## config.mk

```make
export PLATFORM = sky130hd
export DESIGN_NAME = avalon_arbiter2
export DESIGN_NICKNAME = d
export VERILOG_FILES = /design/src/rtl/avalon_arbiter2.sv
export SDC_FILE = /design/constraint.sdc
export NUM_CORES = 1
export LEC_CHECK = 0
export CAP_MARGIN = 30
export CORE_AREA = 5 5 126 128
export CTS_BUF_LIST = sky130_fd_sc_hd__clkbuf_4
export DETAILED_ROUTE_END_ITERATION = 7
export DIE_AREA = 0 0 131 133
export GPL_ROUTABILITY_DRIVEN = 0
export PLACE_DENSITY = 0.66
export SYNTH_ARGS = -nofsm -noshare
export SYNTH_HDL_FRONTEND = slang
export SYNTH_SLANG_ARGS = --single-unit
```

## constraint.sdc

```tcl
create_clock -name sys_clk -period 2.51 [get_ports sys_clk]
set_input_delay 0.502 -clock sys_clk [delete_from_list [all_inputs] [get_ports sys_clk]]
set_output_delay 0.502 -clock sys_clk [all_outputs]
set_load 0.01 [all_outputs]
```

## src/rtl/avalon_arbiter2.sv

```systemverilog
// avalon_arbiter2: two-host Avalon-MM arbiter in front of a single SDRAM agent port.
// Host 0 is the video framebuffer reader. Host 1 is the image writer/CPU path.
// A grant lasts for a whole burst: every write beat, or a read command plus all of its
// readdatavalid beats. Everything runs on the rising edge of sys_clk.
//
// Build option: define ARB_FIXED_PRIO_EN so that host 0 always wins simultaneous requests.
// The default build uses round-robin arbitration, and host 0 wins the first tie after reset.
//
// Ports:
//   sys_clk, sys_rst            clock and synchronous active-high reset
//   hN_address/read/write/      host N (N = 0, 1) command inputs
//   burstcount/writedata/byteenable
//   hN_waitrequest              stall to host N (1 whenever host N is not the granted host)
//   hN_readdata                 agent read data, passed to both hosts
//   hN_readdatavalid            read data valid, sent only to the granted host in the data phase
//   a_*                         agent-side command outputs and response inputs
module avalon_arbiter2 #(
  parameter int unsigned AW = 32,
  parameter int unsigned DW = 32,
  parameter int unsigned BW = 6
) (
  input  logic            sys_clk,
  input  logic            sys_rst,
  input  logic [AW-1:0]   h0_address,
  input  logic            h0_read,
  input  logic            h0_write,
  input  logic [BW-1:0]   h0_burstcount,
  input  logic [DW-1:0]   h0_writedata,
  input  logic [DW/8-1:0] h0_byteenable,
  output logic            h0_waitrequest,
  output logic [DW-1:0]   h0_readdata,
  output logic            h0_readdatavalid,
  input  logic [AW-1:0]   h1_address,
  input  logic            h1_read,
  input  logic            h1_write,
  input  logic [BW-1:0]   h1_burstcount,
  input  logic [DW-1:0]   h1_writedata,
  input  logic [DW/8-1:0] h1_byteenable,
  output logic            h1_waitrequest,
  output logic [DW-1:0]   h1_readdata,
  output logic            h1_readdatavalid,
  output logic [AW-1:0]   a_address,
  output logic            a_read,
  output logic            a_write,
  output logic [BW-1:0]   a_burstcount,
  output logic [DW-1:0]   a_writedata,
  output logic [DW/8-1:0] a_byteenable,
  input  logic            a_waitrequest,
  input  logic [DW-1:0]   a_readdata,
  input  logic            a_readdatavalid
);

  typedef enum logic [1:0] {StIdle, StWr, StRdCmd, StRdData} state_e;

  localparam logic [BW-1:0] One = {{(BW-1){1'b0}}, 1'b1};

  state_e        state_q;
  logic          gnt_q;
  logic [BW-1:0] cnt_q;
  logic [BW-1:0] blen_q;
`ifndef ARB_FIXED_PRIO_EN
  logic          last_q;
`endif

  logic          req0, req1, win, win_wr;
  logic [BW-1:0] win_bc;
  logic          last_beat;

  always_comb begin
    req0 = h0_read | h0_write;
    req1 = h1_read | h1_write;
`ifdef ARB_FIXED_PRIO_EN
    win = ~req0;
`else
    // On a tie the host that did not own the previous burst wins.
    if (req0 && req1) win = ~last_q;
    else              win = req1;
`endif
    win_bc = win ? h1_burstcount : h0_burstcount;
    win_wr = win ? h1_write : h0_write;
  end

  assign last_beat = (cnt_q == blen_q - One);

  // Command path follows the owner; only read/write/waitrequest/readdatavalid are gated.
  always_comb begin
    a_address        = gnt_q ? h1_address    : h0_address;
    a_burstcount     = gnt_q ? h1_burstcount : h0_burstcount;
    a_writedata      = gnt_q ? h1_writedata  : h0_writedata;
    a_byteenable     = gnt_q ? h1_byteenable : h0_byteenable;
    a_read           = 1'b0;
    a_write          = 1'b0;
    h0_waitrequest   = 1'b1;
    h1_waitrequest   = 1'b1;
    h0_readdatavalid = 1'b0;
    h1_readdatavalid = 1'b0;
    if (!sys_rst) begin
      a_write = (state_q == StWr)    & (gnt_q ? h1_write : h0_write);
      a_read  = (state_q == StRdCmd) & (gnt_q ? h1_read  : h0_read);
      if (state_q != StIdle) begin
        if (gnt_q) h1_waitrequest = a_waitrequest;
        else       h0_waitrequest = a_waitrequest;
      end
      // Valids outside the data phase (e.g. left over from a reset mid-read) are dropped.
      if (state_q == StRdData && a_readdatavalid) begin
        if (gnt_q) h1_readdatavalid = 1'b1;
        else       h0_readdatavalid = 1'b1;
      end
    end
  end

  assign h0_readdata = a_readdata;
  assign h1_readdata = a_readdata;

  always_ff @(posedge sys_clk) begin
    if (sys_rst) begin
      state_q <= StIdle;
      gnt_q   <= 1'b0;
      cnt_q   <= '0;
      blen_q  <= One;
`ifndef ARB_FIXED_PRIO_EN
      last_q  <= 1'b1;
`endif
    end else begin
      unique case (state_q)
        StIdle: begin
          if (req0 || req1) begin
            gnt_q   <= win;
            blen_q  <= (win_bc == '0) ? One : win_bc;
            cnt_q   <= '0;
            state_q <= win_wr ? StWr : StRdCmd;
          end
        end
        StWr: begin
          if (a_write && !a_waitrequest) begin
            if (last_beat) begin
              cnt_q   <= '0;
`ifndef ARB_FIXED_PRIO_EN
              last_q  <= gnt_q;
`endif
              state_q <= StIdle;
            end else begin
              cnt_q <= cnt_q + One;
            end
          end
        end
        StRdCmd: begin
          if (a_read && !a_waitrequest) state_q <= StRdData;
        end
        StRdData: begin
          if (a_readdatavalid) begin
            if (last_beat) begin
              cnt_q   <= '0;
`ifndef ARB_FIXED_PRIO_EN
              last_q  <= gnt_q;
`endif
              state_q <= StIdle;
            end else begin
              cnt_q <= cnt_q + One;
            end
          end
        end
        default: state_q <= StIdle;
      endcase
    end
  end

endmodule

```

==> impl_results.md <==
* Status: complete, no violations
* Maximum vdd drop at 0.000141 V
* Share of cells above drive strength 1 at 21.8%
* Fin area at 4680 um2
* Post-Synthesis Net Count at 470
* Cell mode on critical path: clkdlybuf4s50_1
* TritonCTS clock tree: done
* M1 GR Usage at 16.6%
* Gate power share at 65.8%
* Cell internal pwr at 0.000900 W
* Largest net degree at the start of global routing at 42
* Clk slew on worst S/H paths at 100 ps
* Cell area power density at 287 nW/um2
* Fillers at 1563
* GR Layer Usage met3 at 7.79%
* Post-synth EDFFs at 0
* CP arrival at 1900 ps
* Avg Cell Area, Syn at 8.72 um2
* Input/output buffers at 235
* Initial antenna violation count at 5
* Die X-Extent at 131 um
* NetSw at 0.000443 W
* CP max-delay cell: clkdlybuf4s50_1
* Syn Std Cell Area at 2440 um2
* Hold Path Class: reg -> reg
* Core area at 14800 um2
* Ys flop type: dfxtp_1
* YS warnings at 0
* # setup viols final at 0
* Sw Share at 33.0%
* Reg power frac at 23.2%
* Measured slew at the worst slew-check pin at 505 ps
* MaxCap Viol Count at 0
* Resized cells post-CTS at 2
* Inserted Clock Buffers at 3
* CTS hold repair buffers at 0
* CP Cell Sequence: clkdlybuf4s50_1 -> mux2i_1 -> nor4b_2 -> clkdlybuf4s50_1
* Rows at 45
* Max-slew violations at 0
* Post-synthesis sequential area ratio at 13.1%
* GR Layer Usage met2 at 22.5%
* CP max FO at 2
* Area leader, netlist: mux2_2
* Overall power at 0.00134 W
* Post-CTS Setup Bufs at 0
* Final hold viol count at 0
* Gr busiest metal: met2
* H-tree depth at 1
* Relative slew slack at 66.2%
* CTS max path bufs at 2
* First-pass GRT wire length at 18300 um
* Via density at 4.22
* CTS root buf: clkbuf_4
* Worst-skew pair later-pin latency at 290 ps
* WL final at 13200 um
* RSZ-0062 raised after global routing: no
* GR Overflow Total at 0
* Slowest stage delay, CP at 580 ps
* Footprint of the multi-input gates at 1580 um2
* Post-synth ARST share at 0%
* Final nets at 646
* #FFs+latches synth at 16
* Critical path class: in -> out
* Die area at 17400 um2
* Gr usage total at 14.1%
* Area grow syn2layout at 91.4%
* Avg WL per Cell at 20.3 um
* Share of power burned in the clock network at 11.0%
* Number of DRC markers in iteration 0 at 66
* Most frequent cell after synthesis: mux2_2
* Nature of the critical path endpoint: output pin
* DP Area at 4630 um2
* Chip height at 133 um
* Worst EP required at 2010 ps
* Routed Antenna Nets at 0
* Synth Instances at 280
* Final worst-path cycle share at 95.9%
* Max Freq at 0.416 GHz
* Yosys top cell area share at 34.6%
* Synth area leaders: mux2_2 35%, buf_4 20%, dfxtp_1 13%
* Clock Skew at 3.55 ps
* Post-layout min period at 2410 ps
* DR pass1 iterations at 4
* Sink Count at 16
* I/O Pins at 332
* Netlist cell types at 43
* Vias at 2732
* Synth top cells by count: 75 x mux2_2, 64 x buf_4, 16 x dfxtp_1, 16 x nor2_1, 11 x nand2_1
* Leakage at 1.74 nW
* Vias in the first global route at 3012
* Dpl hpwl at 11800 um
* Worst setup SP type: input port
* # DRC at 0
* Register area at 324 um2
* Initial Util at 16.6%
metrics by stage:
step / setup WS, ps / cells / util (%) / setup TNS, ps / hold WS (ps)
2_1_floorplan: 412 / 280 / - / 0 / 490
3_3_place_gp: -3.52 / 639 / 31.4 / -3.52 / 509
3_5_place_dp: -37.9 / 639 / 31.4 / -46.8 / 513
4_1_cts: 80.9 / 643 / 31.6 / 0 / 527
5_1_grt: 15.7 / 644 / 31.6 / 0 / 567
6_report: 104 / 648 / 31.7 / 0 / 527
cell families (layout without fill, tap and decap cells):
group           Yosys count  after routing  share of synthesized area [%]
xor+xnor                  7              7                           2.51
other cells               0              5                              0
mux                      85             85                           38.7
fa+ha+maj                 2              2                           1.02
simple gates             60             60                           13.3
compound gates           27             27                           8.76
flops                    16             16                           13.1
buf+inv                  83            258                           22.6
placed cells by master (no fill, tap or decap), types with 4 or more instances in the layout:
master,count
buf_4,12
a21oi_1,4
nand3_1,6
nor3_1,6
nand2_1,11
mux2_2,75
inv_1,5
o21ai_0,4
nand2b_1,4
xnor2_1,4
nor2_1,16
a211oi_1,4
nor4_1,4
diode_2,5
dfxtp_1,15
clkdlybuf4s50_1,233
mux2i_1,10
area by class of cell:
| class | count | share of cell area (%) |
|---|---|---|
| repair buffers | 249 | 53.1 |
| multi-input cells | 181 | 33.7 |
| flip-flops and latches | 16 | 6.93 |
| well taps | 188 | 5.03 |
| clock buffers | 3 | 0.482 |
| inverters | 5 | 0.401 |
| diodes | 5 | 0.268 |
| clock inverters | 1 | 0.0803 |
critical path, delay by kind of cell:
| kind | cells | cell delay (ps) |
|---|---|---|
| simple gates | 1 | 250 |
| buf+inv | 2 | 1060 |
| mux | 1 | 80 |
power groups by stage:
stage | clock network, W | registers [W] | logic, W
6_report | 0.000148 | 0.000312 | 0.000884
5_1_grt | 0.000162 | 0.000316 | 0.000946
4_1_cts | 0.000149 | 0.000312 | 0.000896
3_5_place_dp | 0 | 0.000317 | 0.000889
3_3_place_gp | 0 | 0.000316 | 0.000877
2_1_floorplan | 0 | 0.000301 | 0.000468
sequential cells by signal, summed over array words and instances (netlist names):
name and flops:
blen_q 6, cnt_q 6, gnt_q 1, last_q 1
state_q 2
routing by layer:
layer,vias to the layer above,part of all wire [%]
li1,1292,-
met1,1245,38
met2,158,46
met3,31,14
met4,6,1.6
met5,-,0.31
worst paths after layout:
check,to,slack [ps],depth (start not counted),from
worst min-delay path,blen_q[5]$_SDFFE_PP0P_,530,2,blen_q[5]$_SDFFE_PP0P_
worst min register to register,blen_q[5]$_SDFFE_PP0P_,530,2,blen_q[5]$_SDFFE_PP0P_
worst max register to register,cnt_q[4]$_SDFFE_PP0P_,200,8,blen_q[1]$_SDFFE_PP0P_
worst max-delay path,a_read,100,4,h0_read
(Power assumes the default switching activity.)
